## src/rtl/sirv_gnrl_pipe_buf_pkg.sv

```systemverilog
// sirv_gnrl_pipe_buf_pkg: shared defaults and sizing helpers for the pipeline buffer.
package sirv_gnrl_pipe_buf_pkg;

    localparam int PB_DW = 32;
    localparam int PB_DP = 2;

    // A single-entry buffer has no real pointer; keep one bit that is held at 0.
    function automatic int ptr_w(input int dp);
        return (dp > 1) ? $clog2(dp) : 1;
    endfunction

endpackage

```

## src/rtl/sirv_gnrl_pipe_buf_dffs.sv

```systemverilog
// sirv_gnrl_pipe_buf_dffs: load-enable flops used for buffer entries and control state.
//  sirv_gnrl_dffl : clk, lden, dnxt[DW] -> qout[DW], no reset
//  sirv_gnrl_dfflr: clk, rst_n, lden, dnxt[DW] -> qout[DW], async clear to 0
module sirv_gnrl_dffl #(
    parameter int DW = 32
) (
    input  logic          clk,
    input  logic          lden,
    input  logic [DW-1:0] dnxt,
    output logic [DW-1:0] qout
);

    always_ff @(posedge clk) begin
        if (lden) qout <= dnxt;
    end

endmodule

module sirv_gnrl_dfflr #(
    parameter int DW = 32
) (
    input  logic          clk,
    input  logic          rst_n,
    input  logic          lden,
    input  logic [DW-1:0] dnxt,
    output logic [DW-1:0] qout
);

    always_ff @(posedge clk or negedge rst_n) begin
        if (!rst_n) qout <= '0;
        else if (lden) qout <= dnxt;
    end

endmodule

```

## src/rtl/sirv_gnrl_pipe_buf.sv

```systemverilog
// sirv_gnrl_pipe_buf: DP-entry valid/ready FIFO buffer with optional ready cut and flush.
//  clk, rst_n (async active-low), flush: discard contents at next edge
//  i_vld/i_rdy/i_dat: producer side; o_vld/o_rdy/o_dat: consumer side (oldest word)
//  cnt: occupancy 0..DP
module sirv_gnrl_pipe_buf import sirv_gnrl_pipe_buf_pkg::*; #(
    parameter int DW        = PB_DW,
    parameter int DP        = PB_DP,
    parameter int CUT_READY = 1,
    parameter int DATA_RST  = 0
) (
    input  logic                     clk,
    input  logic                     rst_n,
    input  logic                     flush,
    input  logic                     i_vld,
    output logic                     i_rdy,
    input  logic [DW-1:0]            i_dat,
    output logic                     o_vld,
    input  logic                     o_rdy,
    output logic [DW-1:0]            o_dat,
    output logic [$clog2(DP+1)-1:0]  cnt
);

    localparam int PW = ptr_w(DP);
    localparam int CW = $clog2(DP + 1);

    logic [PW-1:0] wptr, rptr, wptr_nxt, rptr_nxt;
    logic [CW-1:0] cnt_nxt;
    logic          full, push, pop;
    logic [DW-1:0] mem [DP];

    assign full  = cnt == CW'(DP);
    // Without the cut, a full buffer may still accept when the head leaves this cycle.
    assign i_rdy = (~full | ((CUT_READY == 0) & o_rdy)) & ~flush;
    assign o_vld = (cnt != '0) & ~flush;
    assign push  = i_vld & i_rdy;
    assign pop   = o_vld & o_rdy;

    // Wrap by compare so non-power-of-two depths work; with DP=1 the pointers stay 0.
    always_comb begin
        wptr_nxt = flush ? '0 : (wptr == PW'(DP - 1)) ? '0 : wptr + 1'b1;
        rptr_nxt = flush ? '0 : (rptr == PW'(DP - 1)) ? '0 : rptr + 1'b1;
        cnt_nxt  = flush ? '0 : push ? cnt + 1'b1 : cnt - 1'b1;
    end

    sirv_gnrl_dfflr #(.DW(PW)) u_wptr (
        .clk(clk), .rst_n(rst_n), .lden(push | flush), .dnxt(wptr_nxt), .qout(wptr)
    );
    sirv_gnrl_dfflr #(.DW(PW)) u_rptr (
        .clk(clk), .rst_n(rst_n), .lden(pop | flush), .dnxt(rptr_nxt), .qout(rptr)
    );
    // cnt only moves when exactly one of push/pop happens.
    sirv_gnrl_dfflr #(.DW(CW)) u_cnt (
        .clk(clk), .rst_n(rst_n), .lden(flush | (push ^ pop)), .dnxt(cnt_nxt), .qout(cnt)
    );

    for (genvar i = 0; i < DP; i++) begin : g_ent
        logic lden;
        assign lden = push & (wptr == PW'(i));
        if (DATA_RST != 0) begin : g_rst
            sirv_gnrl_dfflr #(.DW(DW)) u_dat (
                .clk(clk), .rst_n(rst_n), .lden(lden), .dnxt(i_dat), .qout(mem[i])
            );
        end else begin : g_nrst
            sirv_gnrl_dffl #(.DW(DW)) u_dat (
                .clk(clk), .lden(lden), .dnxt(i_dat), .qout(mem[i])
            );
        end
    end

    if (DP == 1) begin : g_one
        assign o_dat = mem[0];
    end else begin : g_many
        assign o_dat = mem[rptr];
    end

`ifdef SIMULATION
`ifdef ENABLE_SV_ASSERTION
    always @(posedge clk) begin
        if (rst_n) begin
            assert (!$isunknown({i_vld, o_rdy, flush}));
            assert (cnt <= CW'(DP));
        end
    end

    assert property (@(posedge clk) disable iff (!rst_n)
        ($past(i_vld & ~i_rdy) & i_vld) |-> $stable(i_dat));
`endif
`endif

endmodule

```

## config.mk

```make
export PLATFORM = sky130hd
export DESIGN_NAME = sirv_gnrl_pipe_buf
export DESIGN_NICKNAME = d
export VERILOG_FILES = /design/src/rtl/sirv_gnrl_pipe_buf_pkg.sv /design/src/rtl/sirv_gnrl_pipe_buf_dffs.sv /design/src/rtl/sirv_gnrl_pipe_buf.sv
export SDC_FILE = /design/constraint.sdc
export NUM_CORES = 1
export LEC_CHECK = 0
export BUFFER_PORTS_ARGS = -buffer_cell sky130_fd_sc_hd__buf_2
export CAP_MARGIN = 20
export CORE_UTILIZATION = 30
export DETAILED_ROUTE_END_ITERATION = 8
export GPL_ROUTABILITY_DRIVEN = 0
export SLEW_MARGIN = 20
export SYNTH_ARGS = -nofsm -noshare
export SYNTH_HDL_FRONTEND = slang
export SYNTH_SLANG_ARGS = --single-unit
```

## constraint.sdc

```tcl
create_clock -name clk -period 4.65 [get_ports clk]
set_clock_uncertainty 0.1 [all_clocks]
set_input_delay 0.2325 -clock clk [delete_from_list [all_inputs] [get_ports clk]]
set_output_delay 0.2325 -clock clk [all_outputs]
set_load 0.02 [all_outputs]
```

After elaboration in Yosys (flattened, before gate mapping)
Index checks and enable logic that the tools add are counted.

Register bits: 68. Input bits: 37. Output and inout bits: 36. Word-level logic and storage cells: 35.

Add/subtract/negate cells: 4. Order comparisons: 1. Eq/ne operators: 1. Multiplexer cells: 9. Bitwise gates (word level): 14. Reduce and logical (&&, ||, !) cells: 1.

Operator list (count): two-way mux 32 bit (3); bitwise AND 1 bit (6); two-way mux 1 bit (4); two-way mux 2 bit (2); inverter 1 bit (3); OR 1 bit (3); adder 1 bit (second input constant) (2); adder 2 x 1 -> 2 bit (second input constant) (1); equality test 2 bit (second input constant) (1); greater-or-equal comparator 2 bit (second input constant) (1); inverter 1 -> 2 bit (1); nonzero test 2 bit (1); subtractor 2 x 1 -> 2 bit (second input constant) (1); XOR 1 bit (1).

Depth between registers and ports, before layout
Depth after elaboration: 6. Depth in mapped cells: 4.

Hierarchy
A second synthesis with hierarchy kept.

Cells, all modules: 130. Area, all modules: 2628.8 um^2.

Modules (own cells, without submodules): sirv_gnrl_dffl (times used 2, cells an instance 32, area each 960.9 um^2, seq. area each 960.9 um^2); sirv_gnrl_pipe_buf (times used 1, cells an instance 58, area each 554.3 um^2, seq. area each 0.0 um^2); sirv_gnrl_dfflr (u_rptr ...) (times used 2, cells an instance 2, area each 40.0 um^2, seq. area each 25.0 um^2); sirv_gnrl_dfflr (u_cnt) (times used 1, cells an instance 4, area each 72.6 um^2, seq. area each 50.0 um^2).

Worst setup path before layout
No wires, ideal clock.

Kind: register to register. Start: register u_cnt.qout[1]. End: register g_ent[0].g_nrst.u_dat.qout[0], enable pin. Setup time: 0.502 ns. Data arrival time: 3.759 ns. Path slack: 0.289 ns. Cell stages (with the launch flop): 3. Buffers on the path: 0. Period minus slack after synthesis: 4.361 ns. Cell sequence: dfrtp_1 nor2b_1 nor4_1.

Cells in the longest elaborated chain, start to end: 5.

Ends and longest elaborated chain: start: declaration (RTL line sirv_gnrl_pipe_buf_dffs.sv:26) `output logic [DW-1:0] qout`; start signal: assignment (RTL line sirv_gnrl_pipe_buf_dffs.sv:31) `else if (lden) qout <= dnxt;`; equality test 2 bit (RTL line sirv_gnrl_pipe_buf.sv:31) `assign full = cnt == CW'(DP);`; inverter 1 bit (RTL line sirv_gnrl_pipe_buf.sv:33) `assign i_rdy = (~full | ((CUT_READY == 0) & o_rdy)) & ~flush;`; bitwise AND 1 bit (RTL line sirv_gnrl_pipe_buf.sv:33); bitwise AND 1 bit (RTL line sirv_gnrl_pipe_buf.sv:35) `assign push = i_vld & i_rdy;`; bitwise AND 1 bit (RTL line sirv_gnrl_pipe_buf.sv:58) `assign lden = push & (wptr == PW'(i));`; named net g_ent[0].g_nrst.u_dat.lden (RTL line sirv_gnrl_pipe_buf_dffs.sv:8) `input logic lden,`; end signal: assignment (RTL line sirv_gnrl_pipe_buf_dffs.sv:14) `if (lden) qout <= dnxt;`; end: declaration (RTL line sirv_gnrl_pipe_buf_dffs.sv:10) `output logic [DW-1:0] qout`.

The timed path passes the listed nets, and every way through them passes these cells. A chain may end at the register's enable or synchronous reset.

Final worst setup path
Start: register u_rptr.qout. End: output o_dat[26].

Cells in the longest elaborated chain, start to end: 4.

Ends and longest elaborated chain: start: declaration (RTL line sirv_gnrl_pipe_buf_dffs.sv:26); start signal: assignment (RTL line sirv_gnrl_pipe_buf_dffs.sv:31); inverter 1 -> 2 bit (not written as such) (RTL line sirv_gnrl_pipe_buf.sv:73) `assign o_dat = mem[rptr];`; two-way mux 32 bit (not written as such) (3 in series) (RTL line sirv_gnrl_pipe_buf.sv:73); end: declaration (RTL line sirv_gnrl_pipe_buf.sv:19) `output logic [DW-1:0] o_dat,`.

No other way between the ends. The select of a mux whose other input is x is not followed.

==> impl_metrics.ini <==
[power_and_ir_drop]
p_seq_share_pct = 48.9
p_switching_mw = 0.311
p_int_mw = 1.13
p_total_mw = 1.44
p_leak_nw = 1.36
p_sw_share_pct = 21.6
powerDensity_nw_per_um2 = 400
clock_power_share_pct = 40.0
peakVddDrop_mv = 0.160
p_comb_share_pct = 11.1

[floorplanning]
io_pins = 73
die_area_sq_um = 8790
fp.dieW_um = 93.7
initial_utilization_pct = 30.9
coreArea_sq_um = 8180
num_rows = 33
dieHeight_um = 93.7

[routing]
first_pass_iters = 6
drtIter0Drc = 28
via_per_inst = 4.35
ant_nets = 0
wl_per_cell_um = 13.5
drc = 0
vias = 1527
wl_mm = 4.73

[critical_path]
reg2regPathDepth = 3
critical_path.cell_chain = buf_4 -> mux2_2 -> buf_2
path_class = flip-flop to primary output
critical_path.max_stage_delay_ns = 0.65
cp-start-kind = flip-flop
slowest_stage = dfrtp_1
setup.worst_path.start = u_rptr.qout
cp_data_arrival_time_ns = 1.95
critPathTopFamily = flip-flops
worstPathRequired_ns = 4.32
worstPathMaxFanout = 23
worst-path-stages = 3
timing.rr.start = u_cnt.qout[1]
cp.buffers_inverters = 2
r2r_slack_ns = 2.65
endpoint_kind = primary output
r2r_end = g_ent[1].g_nrst.u_dat.qout[22]

[sta]
fin_crit_sh_pct = 49.0
tightest_slew_ns = 0.794
setup_slack_ns = 2.37
period_minus_slack_ns = 2.28
tns_ns = 0
setup_violations = 0
rsz0062_at_grt = false
finalMaxSlewViolations = 0
max_freq_ghz = 0.439
hold_viol_final = 0
slew_headroom_pct = 47.1
whs_ns = 0.0489

[layout]
antenna_cells = 0
filler_cell_count = 761
layout-drive-gt1-share_pct = 51.2
stdcell_count = 351
nNetsFinal = 278
areaGrowthSynthToFinish_pct = 42.5

[placement]
dp_slack_ns = 2.66
port_buffers = 72
dp_hpwl_mm = 2.92
place_inst = 302

[synth]
syn-instance-count = 126
ys.flop_type = edfxtp_1
synth_top_area_share_pct = 76.1
synthesis.area_sq_um = 2520
synth_warnings = 0
synth.top_cells.by_count = edfxtp_1 (64), mux2_2 (32), nor2_1 (5), dfrtp_1 (4)
synth_edf_count = 64
synth_area_per_cell_sq_um = 20.0
synth.distinct_cells = 20
yosys-top-cells-area = edfxtp_1 (76%), mux2_2 (14%), dfrtp_1 (4.0%)
yosysMostFrequentCell = edfxtp_1
synth_fp_nets = 163
async_flop_share_pct = 5.88
synth_area_leader_cell = edfxtp_1
ys_ff_latch = 68
yosysSeqAreaShare_pct = 80.1

[min_path]
hold_path_class = primary input to flip-flop
holdPathStages = 2
hold_path_end = u_wptr.qout
hp-start = flush

[run]
drv_cap = 0

[clocking]
clockBufferDepth = 2
clk_transition_reported_paths_ns = 0.08
cts-root-buf = clkbuf_8
clock_latency_ns = 0.33
h-tree-depth = 3
cts_buffers = 9
cts.repair.resized = 0
cts_tree = built
clock-sinks = 68

[global_routing]
grt_max_degree = 33
grt_overflow = 0
grt_pass1_wl_mm = 7.33
antenna_found_initial = 0
track_usage_pct = 11.4
grt_pass1_vias = 1542

[status]
status = finished, final reports clean
power by group through the flow:
stage,sequential (mW),clock (mW),combinational [mW]
after global routing,0.706,0.628,0.173
after detailed placement,0.718,0,0.140
after global placement,0.717,0,0.139
after CTS,0.704,0.594,0.162
after floorplan,0.715,0,0.0865
final,0.704,0.576,0.160
state kept, by name (all words and copies together), names as in the netlist:
name and flops:
u_wptr.qout 1, u_rptr.qout 1, g_ent.g_nrst.u_dat.qout 64, u_cnt.qout 2
cells by family (layout without fill, tap and decap cells):
family / count (synthesis) / in the layout / share of synthesized area [%]
XOR/XNOR: 1 / 1 / 0.347
AND/OR/NAND/NOR: 13 / 13 / 2.87
buffers and inverters: 5 / 125 / 0.892
flip-flops: 68 / 68 / 80.1
AO/OA/AOI/OAI: 7 / 7 / 1.54
multiplexers: 32 / 32 / 14.3
per-layer routing:
metal / up-vias / track usage (%) / share of wire [%]
li1: 725 / - / -
met3: 6 / 3.64 / 5.8
met5: - / 0 / 0
met1: 743 / 13.5 / 46
met2: 53 / 18.5 / 47
met4: 0 / 5.77 / 1.3
cells in the final DEF, fill, tap and decap left out, types with 2 or more instances in the layout:
master         synthesis  routed
o21ai_0                3       3
clkinv_4               0       2
bufinv_16              0       3
edfxtp_1              64      64
buf_2                  3      72
dlygate4sd3_1          0      33
dfrtp_1                4       4
clkbuf_8               0       9
buf_4                  0       3
nor2_1                 5       5
a21oi_1                2       2
mux2_2                32      32
worst max path at each step:
stage | end | slack (ns)
5_1_grt | o_dat[26] | 2.24
3_3_place_gp | o_dat[26] | 2.69
4_1_cts | o_dat[27] | 2.33
6_report | o_dat[26] | 2.37
2_1_floorplan | g_ent[0].g_nrst.u_dat.qout[0] | 0.29
3_5_place_dp | g_ent[1].g_nrst.u_dat.qout[5] | 2.66
timing repair:
action                                 4_1_cts  5_1_grt
setup buffers                                0        0
hold buffers                                33        0
endpoints found under the hold margin       68        0
through the flow:
step	instance area [sq um]	util (%)
final	3600	44.0
after global routing	3600	44.0
after CTS	3600	44.0
after detailed placement	3030	37.0
after global placement	3030	37.0
after floorplan	2520	-
layout make-up:
class                           count  area, sq um  area share, %
Sequential cell                    68         2020           56.2
Timing Repair Buffer              108          713           19.8
Multi-Input combinational cell     53          487           13.5
Tap cell                          105          131           3.65
Clock buffer                       10          128           3.55
Clock inverter                      6          113           3.13
Inverter                            1         3.75          0.104
worst register-to-register path, delay by kind of cell (launching register included):
kind             cells  cell delay [ns]
DFF                  1             0.44
and+or+nand+nor      3             1.06
No activity file was read; power rests on OpenSTA's default activity.
